File: config.mk
export PLATFORM = sky130hd
export DESIGN_NAME = uart_tx_fifo
export DESIGN_NICKNAME = d
export VERILOG_FILES = /design/src/rtl/uart_tx_fifo.sv
export SDC_FILE = /design/constraint.sdc
export NUM_CORES = 1
export LEC_CHECK = 0
export CAP_MARGIN = 40
export CELL_PAD_IN_SITES_DETAIL_PLACEMENT = 0
export CELL_PAD_IN_SITES_GLOBAL_PLACEMENT = 2
export CORE_AREA = 2 2 92 94
export CTS_BUF_LIST = sky130_fd_sc_hd__clkbuf_4 sky130_fd_sc_hd__clkbuf_8 sky130_fd_sc_hd__clkbuf_16
export CTS_CLUSTER_SIZE = 30
export DETAILED_ROUTE_END_ITERATION = 16
export DIE_AREA = 0 0 94 96
export PLACE_DENSITY = 0.73
export SYNTH_ARGS = -nofsm -noshare
export SYNTH_HDL_FRONTEND = slang
export SYNTH_SLANG_ARGS = --single-unit
export TNS_END_PERCENT = 5
File: constraint.sdc
create_clock -name clk -period 6.9 [get_ports clk]
set_input_delay 1.38 -clock clk [delete_from_list [all_inputs] [get_ports clk]]
set_output_delay 1.38 -clock clk [all_outputs]
set_load 0.02 [all_outputs]
File: src/rtl/uart_tx_fifo.sv
// UART transmitter with a write FIFO, 5..9 data bits, optional even/odd parity
// and one or two stop bits. Each bit lasts OVERSAMPLE clk_en pulses. The frame
// configuration is captured when a word leaves the FIFO, so it cannot change
// in the middle of a frame.
module uart_tx_fifo #(
    parameter int DATA_BITS  = 8,
    parameter int OVERSAMPLE = 16,
    parameter int FIFO_DEPTH = 4
) (
    input  logic                          clk,
    input  logic                          reset_n,
    input  logic                          clk_en,
    input  logic [DATA_BITS-1:0]          s_data,
    input  logic                          s_valid,
    output logic                          s_ready,
    input  logic                          parity_en,
    input  logic                          parity_odd,
    input  logic                          two_stop,
    output logic [$clog2(FIFO_DEPTH):0]   fifo_level,
    output logic                          uart_tx,
    output logic                          uart_busy
);

    localparam int PTR_W = $clog2(FIFO_DEPTH);
    localparam int LVL_W = PTR_W + 1;
    localparam int CNT_W = $clog2(OVERSAMPLE);
    localparam int BIT_W = $clog2(DATA_BITS);

    localparam logic [LVL_W-1:0] LVL_FULL = LVL_W'(FIFO_DEPTH);
    localparam logic [CNT_W-1:0] CNT_LAST = CNT_W'(OVERSAMPLE - 1);
    localparam logic [BIT_W-1:0] BIT_LAST = BIT_W'(DATA_BITS - 1);

    typedef enum logic [2:0] {
        ST_IDLE,
        ST_START,
        ST_DATA,
        ST_PARITY,
        ST_STOP1,
        ST_STOP2
    } state_e;

    // FIFO storage and bookkeeping
    logic [DATA_BITS-1:0] mem_q [FIFO_DEPTH];
    logic [PTR_W-1:0]     wr_ptr_q, rd_ptr_q;
    logic [LVL_W-1:0]     level_q, level_d;
    logic                 push, pop;

    // Frame engine state
    state_e               state_q, state_d;
    logic [CNT_W-1:0]     cnt_q;
    logic [BIT_W-1:0]     bit_cnt_q;
    logic [DATA_BITS-1:0] shift_q;
    logic                 parity_q;
    logic                 cfg_parity_en_q;
    logic                 cfg_two_stop_q;
    logic                 tick_end;
    logic                 line_d;
    logic                 tx_q;
    logic                 busy_q;

    // s_ready comes from the registered level only; a same-cycle pop does not open a slot.
    assign s_ready    = (level_q != LVL_FULL);
    assign push       = s_valid && s_ready;
    assign pop        = (state_q == ST_IDLE) && (level_q != '0);
    assign fifo_level = level_q;
    assign uart_tx    = tx_q;
    assign uart_busy  = busy_q;

    // Last tick of the current bit; never true while idle.
    assign tick_end = clk_en && (cnt_q == CNT_LAST) && (state_q != ST_IDLE);

    // FIFO level after this cycle's push and pop.
    always_comb begin
        // NOTE: every always_comb output gets a default first so no path can infer a latch.
        level_d = level_q;
        case ({push, pop})
            2'b10:   level_d = level_q + LVL_W'(1);
            2'b01:   level_d = level_q - LVL_W'(1);
            default: level_d = level_q;
        endcase
    end

    // FIFO data array, written on push.
    // NOTE: the array has no reset; the pointers and level already define which entries are valid.
    always_ff @(posedge clk) begin
        if (push) begin
            mem_q[wr_ptr_q] <= s_data;
        end
    end

    // FIFO pointers and level; power-of-two depth lets the pointers wrap naturally.
    // NOTE: sequential state uses non-blocking assignments so every register samples pre-edge values.
    always_ff @(posedge clk or negedge reset_n) begin
        if (!reset_n) begin
            wr_ptr_q <= '0;
            rd_ptr_q <= '0;
            level_q  <= '0;
        end else begin
            if (push) wr_ptr_q <= wr_ptr_q + PTR_W'(1);
            if (pop)  rd_ptr_q <= rd_ptr_q + PTR_W'(1);
            level_q <= level_d;
        end
    end

    // FSM state register.
    always_ff @(posedge clk or negedge reset_n) begin
        if (!reset_n) begin
            state_q <= ST_IDLE;
        end else begin
            state_q <= state_d;
        end
    end

    // FSM next state and the line level implied by the current state.
    always_comb begin
        state_d = state_q;
        line_d  = 1'b1;
        case (state_q)
            ST_IDLE: begin
                if (pop) state_d = ST_START;
            end
            ST_START: begin
                line_d = 1'b0;
                if (tick_end) state_d = ST_DATA;
            end
            ST_DATA: begin
                line_d = shift_q[0];
                if (tick_end && (bit_cnt_q == BIT_LAST)) begin
                    state_d = cfg_parity_en_q ? ST_PARITY : ST_STOP1;
                end
            end
            ST_PARITY: begin
                line_d = parity_q;
                if (tick_end) state_d = ST_STOP1;
            end
            ST_STOP1: begin
                if (tick_end) state_d = cfg_two_stop_q ? ST_STOP2 : ST_IDLE;
            end
            ST_STOP2: begin
                if (tick_end) state_d = ST_IDLE;
            end
            default: begin
                state_d = ST_IDLE;
            end
        endcase
    end

    // Tick and bit counters, shift register and the per-frame config snapshot.
    always_ff @(posedge clk or negedge reset_n) begin
        if (!reset_n) begin
            cnt_q           <= '0;
            bit_cnt_q       <= '0;
            shift_q         <= '0;
            parity_q        <= 1'b0;
            cfg_parity_en_q <= 1'b0;
            cfg_two_stop_q  <= 1'b0;
        end else if (pop) begin
            cnt_q           <= '0;
            bit_cnt_q       <= '0;
            shift_q         <= mem_q[rd_ptr_q];
            parity_q        <= (^mem_q[rd_ptr_q]) ^ parity_odd;
            cfg_parity_en_q <= parity_en;
            cfg_two_stop_q  <= two_stop;
        end else begin
            if ((state_q != ST_IDLE) && clk_en) begin
                cnt_q <= tick_end ? '0 : cnt_q + CNT_W'(1);
            end
            if ((state_q == ST_DATA) && tick_end) begin
                bit_cnt_q <= (bit_cnt_q == BIT_LAST) ? '0 : bit_cnt_q + BIT_W'(1);
                shift_q   <= shift_q >> 1;
            end
        end
    end

    // Registered line and busy outputs; the line lags the FSM by one clock.
    always_ff @(posedge clk or negedge reset_n) begin
        if (!reset_n) begin
            tx_q   <= 1'b1;
            busy_q <= 1'b0;
        end else begin
            tx_q   <= line_d;
            busy_q <= (state_d != ST_IDLE) || (level_d != '0);
        end
    end

endmodule
==> summary.md, run 1 <==
| Metric | Value |
|---|---|
| Number of port buffers | 20 |
| Clk root buf | clkbuf_8 |
| Largest family of logic cells by synthesized area | simple AND/OR/NAND/NOR gates |
| Share of cells above drive strength 1 | 10.6% |
| Worst VDD drop | 0.168 mV |
| Largest net degree at the start of global routing | 31 |
| GR peak layer | met2 |
| # hold bufs at CTS | 0 |
| Hold/Removal Path Class | reg -> reg |
| Simple logic cell fraction of the synthesized area | 11.3% |
| Post-synth EDFFs | 32 |
| Reg clk slew, reported paths | 0.07 ns |
| Skew final | 0.00582 ns |
| GRT met3 Usage | 5.25% |
| DRC Markers | 0 |
| Worst skew pair latency | 0.34 ns |
| DRT iter0 DRCs | 40 |
| Tmin final | 3.55 ns |
| #FFs+latches synth | 62 |
| # Post-CTS Setup Buffers | 0 |
| Nets | 254 |
| Syn nets | 226 |
| Pwr dens | 424 nW/µm² |
| Area grow syn2layout | 19.3% |
| Critical path arrival | 3.77 ns |
| CTS tree | yes |
| Sequential-to-total area share from yosys stat | 63.1% |
| Post-synth ARST share | 48.4% |
| Setup TNS | 0 ns |
| N_diodes | 0 |
| Synth Area in Compound Gates | 6.08% |
| RSZ-0062 raised after global routing | no |
| Post-Place Cell Area | 3030 µm² |
| Vias in the first global route | 1,599 |
| Clock Sinks | 62 |
| Initial antenna violation count | 0 |
| Synth area leader | edfxtp_1 |
| Syn Area/Cell | 13.4 µm² |
| Post-route insts no fill | 340 |
| Initial core utilization | 33.7% |
| Slew headroom | 60.3% |
| Kind of launch point of the worst setup path | flip-flop |
| Met2 usage | 19.2% |
| Final slew viol count | 0 |
| Mapped cell area | 2720 µm² |
| YS warnings | 0 |
| Drt total wl | 4750 µm |
| CP startpoint | fifo_level[1] |
| Post-synthesis xor/xnor area fraction | 5.30% |
| Top-area cell type share of the netlist area | 35.4% |
| First-pass GRT wire length | 7990 µm |
| Delay-heaviest family, CP | simple AND/OR/NAND/NOR gates |
| Grt met1 use | 15.3% |
| Final instance area | 3240 µm² |
| Reg2reg start | fifo_level[1] |
| Status | completed |
| Synth unique cells | 38 |
| Post-synthesis mux area share | 7.56% |
| Per-cell routed wire length | 14.0 µm |
| Final hold vios | 0 |
| DP Wirelength | 3230 µm |
| Lkg Pwr | 1.29 nW |
| Synth top area cells | edfxtp_1, dfrtp_1, nand2_1, mux4_1, ha_1 |
| Adder-Cell Fraction of Synth Area | 4.42% |
| Cells after synthesis | 202 |
| CP Buf/Inv Count | 2 |
| Core Rows | 33 |
| Chip width | 94 µm |
| PostCTS Resize Cnt | 0 |
| Slowest stage cell, crit path | clkinv_1 |
| Htree depth | 3 |
| Main flop type after synthesis | edfxtp_1 |
| Max Cap Viol | 0 |
| CORE AREA | 8050 µm² |
| Overall global routing resource usage | 12.2% |
| Final Cycle Share | 51.4% |
| Clock Tree Buf Depth | 2 |
| Dpl cells | 324 |
| Num CTS Buffers | 9 |
| Antenna Nets Post-Route | 0 |
| CP Class | reg -> reg |
| HP Start | cfg_two_stop_q |
| CP Data Required Time | 7.12 ns |
| Highest clock rate | 282 MHz |
| Hold_ws | 0.470 ns |
| Final Core Density | 40.2% |
| Vias | 1,578 |
| Drt pass-1 iters | 4 |
| Critical Path Max Stage Delay | 0.61 ns |
| Endpoints failing setup | 0 |
| Die height | 96 µm |
| Die area | 9020 µm² |
| CP Cell Sequence | nor3_1 -> or4_1 -> clkinv_1 -> ha_1 -> inv_1 -> fa_1 -> xor2_1 -> nor2_1 -> xor2_1 -> or4_1 -> or3_1 |
| Via density per instance | 4.64 |
| GR Overflow Total | 0 |
| Top Ports | 21 |
| Maximum fanout along the worst path | 17 |
| Worst Setup End Kind | flip-flop |
| Final Wtd Congestion | 0.688 |
| Worst-margin pin slew | 0.592 ns |
## cell type report
class	instances	area [µm²]
Inverter	9	33.8
Tap cell	105	131
Timing Repair Buffer	22	215
Fill cell	779	4810
Clock buffer	9	124
Multi-Input combinational cell	126	941
Clock inverter	7	80.1
Sequential cell	62	1710
## logic make-up after synthesis
kind of cell               after synthesis
AOI/OAI and AO/OA                       26
xor gates and xnor gates                14
adders and majority gates                9
buffers and inverters                   14
DFF                                     62
muxes                                    9
and+or+nand+nor                         68
## synthesized netlist by cell type (3+ instances only)
library cell / n
and3_1: 6
a21oi_1: 3
or3_1: 3
mux4_2: 4
o21ai_0: 10
nor3_1: 3
mux4_1: 4
ha_1: 8
xnor2_1: 7
nor2_1: 7
nand2_1: 39
a22oi_1: 6
inv_1: 8
dfrtp_1: 29
edfxtp_1: 32
xor2_1: 5
## layer usage
layer  vias up  routed length, µm
met2        24               2230
met3         5                210
met1       766               2250
met5         -                  0
met4         0                 57
li1        783                  -
## through the flow
step	setup WS [ns]	power, W
2_1_floorplan	3.60	0.000945
3_3_place_gp	3.06	0.00107
3_5_place_dp	3.00	0.00107
4_1_cts	3.27	0.00140
5_1_grt	3.05	0.00148
6_report	3.35	0.00137
## tightest hold or removal path, stage by stage (launching register included)
cell     delay (ns)
dfrtp_1        0.34
nand2_1        0.05
nand2_1        0.05
## registers in the layout, indices dropped and copies added (netlist names)
name             flops
uart_busy            1
fifo_level           3
shift_q              8
cfg_two_stop_q       1
parity_q             1
cfg_parity_en_q      1
mem_q               32
wr_ptr_q             2
state_q              3
uart_tx              1
rd_ptr_q             2
cnt_q                4
bit_cnt_q            3
## worst paths after layout
path | end | slack, ns | depth (start not counted)
min | cfg_two_stop_q | 0.47 | 2
min reg2reg | cfg_two_stop_q | 0.47 | 2
max | uart_busy | 3.35 | 11
min in group asynchronous | cnt_q[3] | 1.43 | 2
max reg2reg | uart_busy | 3.35 | 11
max in group asynchronous | uart_tx | 5.13 | 2
## power breakdown
group	leakage, nW	switching, W	internal, W
logic	0.538	0.000221	0.000234
clock network	0.0964	0.000151	0.000170
registers	0.656	0.0000861	0.000510
total	1.29	0.000458	0.000915
## cells in the final DEF, fill, tap and decap left out, types with 4 or more instances in the layout
cell type,instances
a22oi_1,6
and3_1,6
clkbuf_8,9
clkdlybuf4s50_1,20
dfrtp_1,29
edfxtp_1,32
ha_1,8
inv_1,8
mux4_1,4
mux4_2,4
nand2_1,39
nor2_1,7
o21ai_0,10
xnor2_1,7
xor2_1,5
Power figures use the tool's default switching activity.
==> run 2: changes to the inputs <==
clock period = 3.6 ns   (was 6.9 ns; I/O delays follow)
==> run 2 against run 1 <==
Net effect:
- utilization is 0.12 points lower
- largest power group unchanged
- non-clock buffer count is 2 higher
- worst hold slack better by 0.0042 ns
- clock-buffer cell count stayed put
- routed wire length is 0.38% higher
- clock power is 75% higher
- via count is 1.5% higher
- total power is 88% higher
- register-to-register slack worse by 2.6 ns
- maximum frequency is 23% higher
- flip-flop and latch count stayed put
==> summary.md, run 2 (synthesis results as in run 1) <==
| Metric | Value |
|---|---|
| Status | completed |
| Final hold vios | 0 |
| CP Cell Sequence | or4_1 -> clkinv_1 -> ha_1 -> inv_1 -> fa_1 -> xor2_1 -> nor2_1 -> xor2_1 -> or4_1 -> or3_1 |
| Clock power share | 21.8% |
| Skew final | 0.0100 ns |
| CP Class | reg -> reg |
| Commonest non-fill, non-tap cells in the layout | nand2_1, edfxtp_1, dfrtp_1 |
| HP Start | cfg_two_stop_q |
| Flop pwr share | 44.2% |
| Lkg Pwr | 1.29 nW |
| Max reg flops | 32 |
| Tmin final | 2.89 ns |
| DRT iter0 DRCs | 101 |
| Worst VDD drop | 0.389 mV |
| Highest clock rate | 346 MHz |
| Max Cap Viol | 0 |
| # fillers | 779 |
| Clk root buf | clkbuf_8 |
| N_diodes | 0 |
| First-pass GRT wire length | 7980 µm |
| Critical path arrival | 3.12 ns |
| Maximum fanout along the worst path | 6 |
| Die height | 96 µm |
| Slowest stage cell, crit path | or4_1 |
| Final Wtd Congestion | 0.733 |
| Antenna Nets Post-Route | 0 |
| CTS tree | yes |
| Clock Sinks | 62 |
| GR Overflow Total | 0 |
| DRC Markers | 0 |
| Sw frac | 34.6% |
| Vias | 1,601 |
| PostCTS Resize Cnt | 0 |
| Vias in the first global route | 1,579 |
| Combinational share of power | 34.0% |
| Grt met1 use | 15.9% |
| Reg area | 1710 µm² |
| Setup TNS | 0 ns |
| Hold_ws | 0.474 ns |
| Die area | 9020 µm² |
| Slew headroom | 64.9% |
| Pint | 0.00169 W |
| Register bank with the most flops | mem_q |
| Area grow syn2layout | 18.9% |
| Worst Setup End Kind | flip-flop |
| # hold bufs at CTS | 0 |
| Share of cells above drive strength 1 | 11.4% |
| Reg clk slew, reported paths | 0.08 ns |
| Chip width | 94 µm |
| Commonest non-fill, non-tap cell in the layout | nand2_1 |
| Kind of launch point of the worst setup path | flip-flop |
| Clock Tree Buf Depth | 2 |
| GRT met3 Usage | 4.23% |
| Endpoints failing setup | 0 |
| Worst skew pair latency | 0.35 ns |
| Drt pass-1 iters | 4 |
| Core Rows | 33 |
| Nets | 256 |
| Final Cycle Share | 80.4% |
| CP Data Required Time | 3.83 ns |
| Met2 usage | 17.8% |
| # Post-CTS Setup Buffers | 0 |
| Drt total wl | 4770 µm |
| Overall global routing resource usage | 12.0% |
| Critical Path Max Stage Delay | 0.57 ns |
| CP startpoint | state_q[2] |
| GR peak layer | met2 |
| DP Wirelength | 3150 µm |
| Per-cell routed wire length | 13.9 µm |
| Reg2reg start | state_q[2] |
| Htree depth | 3 |
| Pwr dens | 800 nW/µm² |
| Via density per instance | 4.68 |
| Initial antenna violation count | 0 |
| Number of port buffers | 20 |
| RSZ-0062 raised after global routing | no |
| Worst-margin pin slew | 0.527 ns |
| NetSw | 0.000893 W |
| Final slew viol count | 0 |
| Num CTS Buffers | 9 |
| Hold/Removal Path Class | reg -> reg |
| Area of the multi-input gates | 941 µm² |
| CORE AREA | 8050 µm² |
| Top Ports | 21 |
| Top flop regs | mem_q (32), shift_q (8), cnt_q (4) |
| Initial core utilization | 33.7% |
| Largest net degree at the start of global routing | 31 |
-- run 2: cell types whose count changed in the layout (fill, tap and decap cells not counted) --
| cell | previous run | this run |
|---|---|---|
| buf_4 | 2 | 4 |
| inv_6 | 2 | 4 |
| bufinv_16 | 1 | 0 |
| clkinv_2 | 0 | 1 |
| clkinv_4 | 2 | 0 |
-- run 2: metrics by stage --
stage	instances	setup slack [ns]	power (W)	instance area [µm²]	utilization, %
2_1_floorplan	202	0.448	0.00181	2720	-
3_3_place_gp	326	0.420	0.00205	3050	37.9
5_1_grt	342	0.565	0.00278	3230	40.1
4_1_cts	342	0.692	0.00262	3230	40.1
6_report	342	0.707	0.00258	3230	40.1
3_5_place_dp	326	0.354	0.00205	3050	37.9
-- run 2: area by class of cell --
cell class / count / share of cell area, %
sequential: 62 / 53.1
multi-input combinational: 126 / 29.1
timing repair buffer: 24 / 7.13
tap: 105 / 4.07
clock buffer: 9 / 3.84
clock inverter: 7 / 1.71
inverter: 9 / 1.05
-- run 2: per-layer routing --
layer	routed length [µm]	up-vias	part of all wire (%)
li1	-	788	-
met1	2310	777	48
met2	2160	27	45
met3	208	9	4.4
met4	92	0	1.9
met5	0	-	0
-- run 2: power groups by stage --
| stage | Sequential, W | Clock [W] | Combinational [W] |
|---|---|---|---|
| floorplan | 0.00111 | 0 | 0.000702 |
| global placement | 0.00116 | 0 | 0.000891 |
| detailed placement | 0.00116 | 0 | 0.000891 |
| CTS | 0.00115 | 0.000577 | 0.000895 |
| global route | 0.00118 | 0.000612 | 0.000988 |
| finish | 0.00114 | 0.000562 | 0.000877 |
-- run 2: final timing paths --
path                                  end  slack, ns  cells after the start
setup reg to reg                uart_busy       0.71                     10
hold reg to reg            cfg_two_stop_q       0.47                      2
min in group asynchronous        cnt_q[3]       0.76                      2
max in group asynchronous         uart_tx       2.51                      2
hold / removal             cfg_two_stop_q       0.47                      2
setup / recovery                uart_busy       0.71                     10
-- run 2: critical path: cells and delay by family, from the launching register on --
family	cells	cell delay (ns)
buffers and inverters	2	0.16
DFF	1	0.43
adders and majority gates	2	0.54
xor gates and xnor gates	2	0.24
and+or+nand+nor	4	1.40
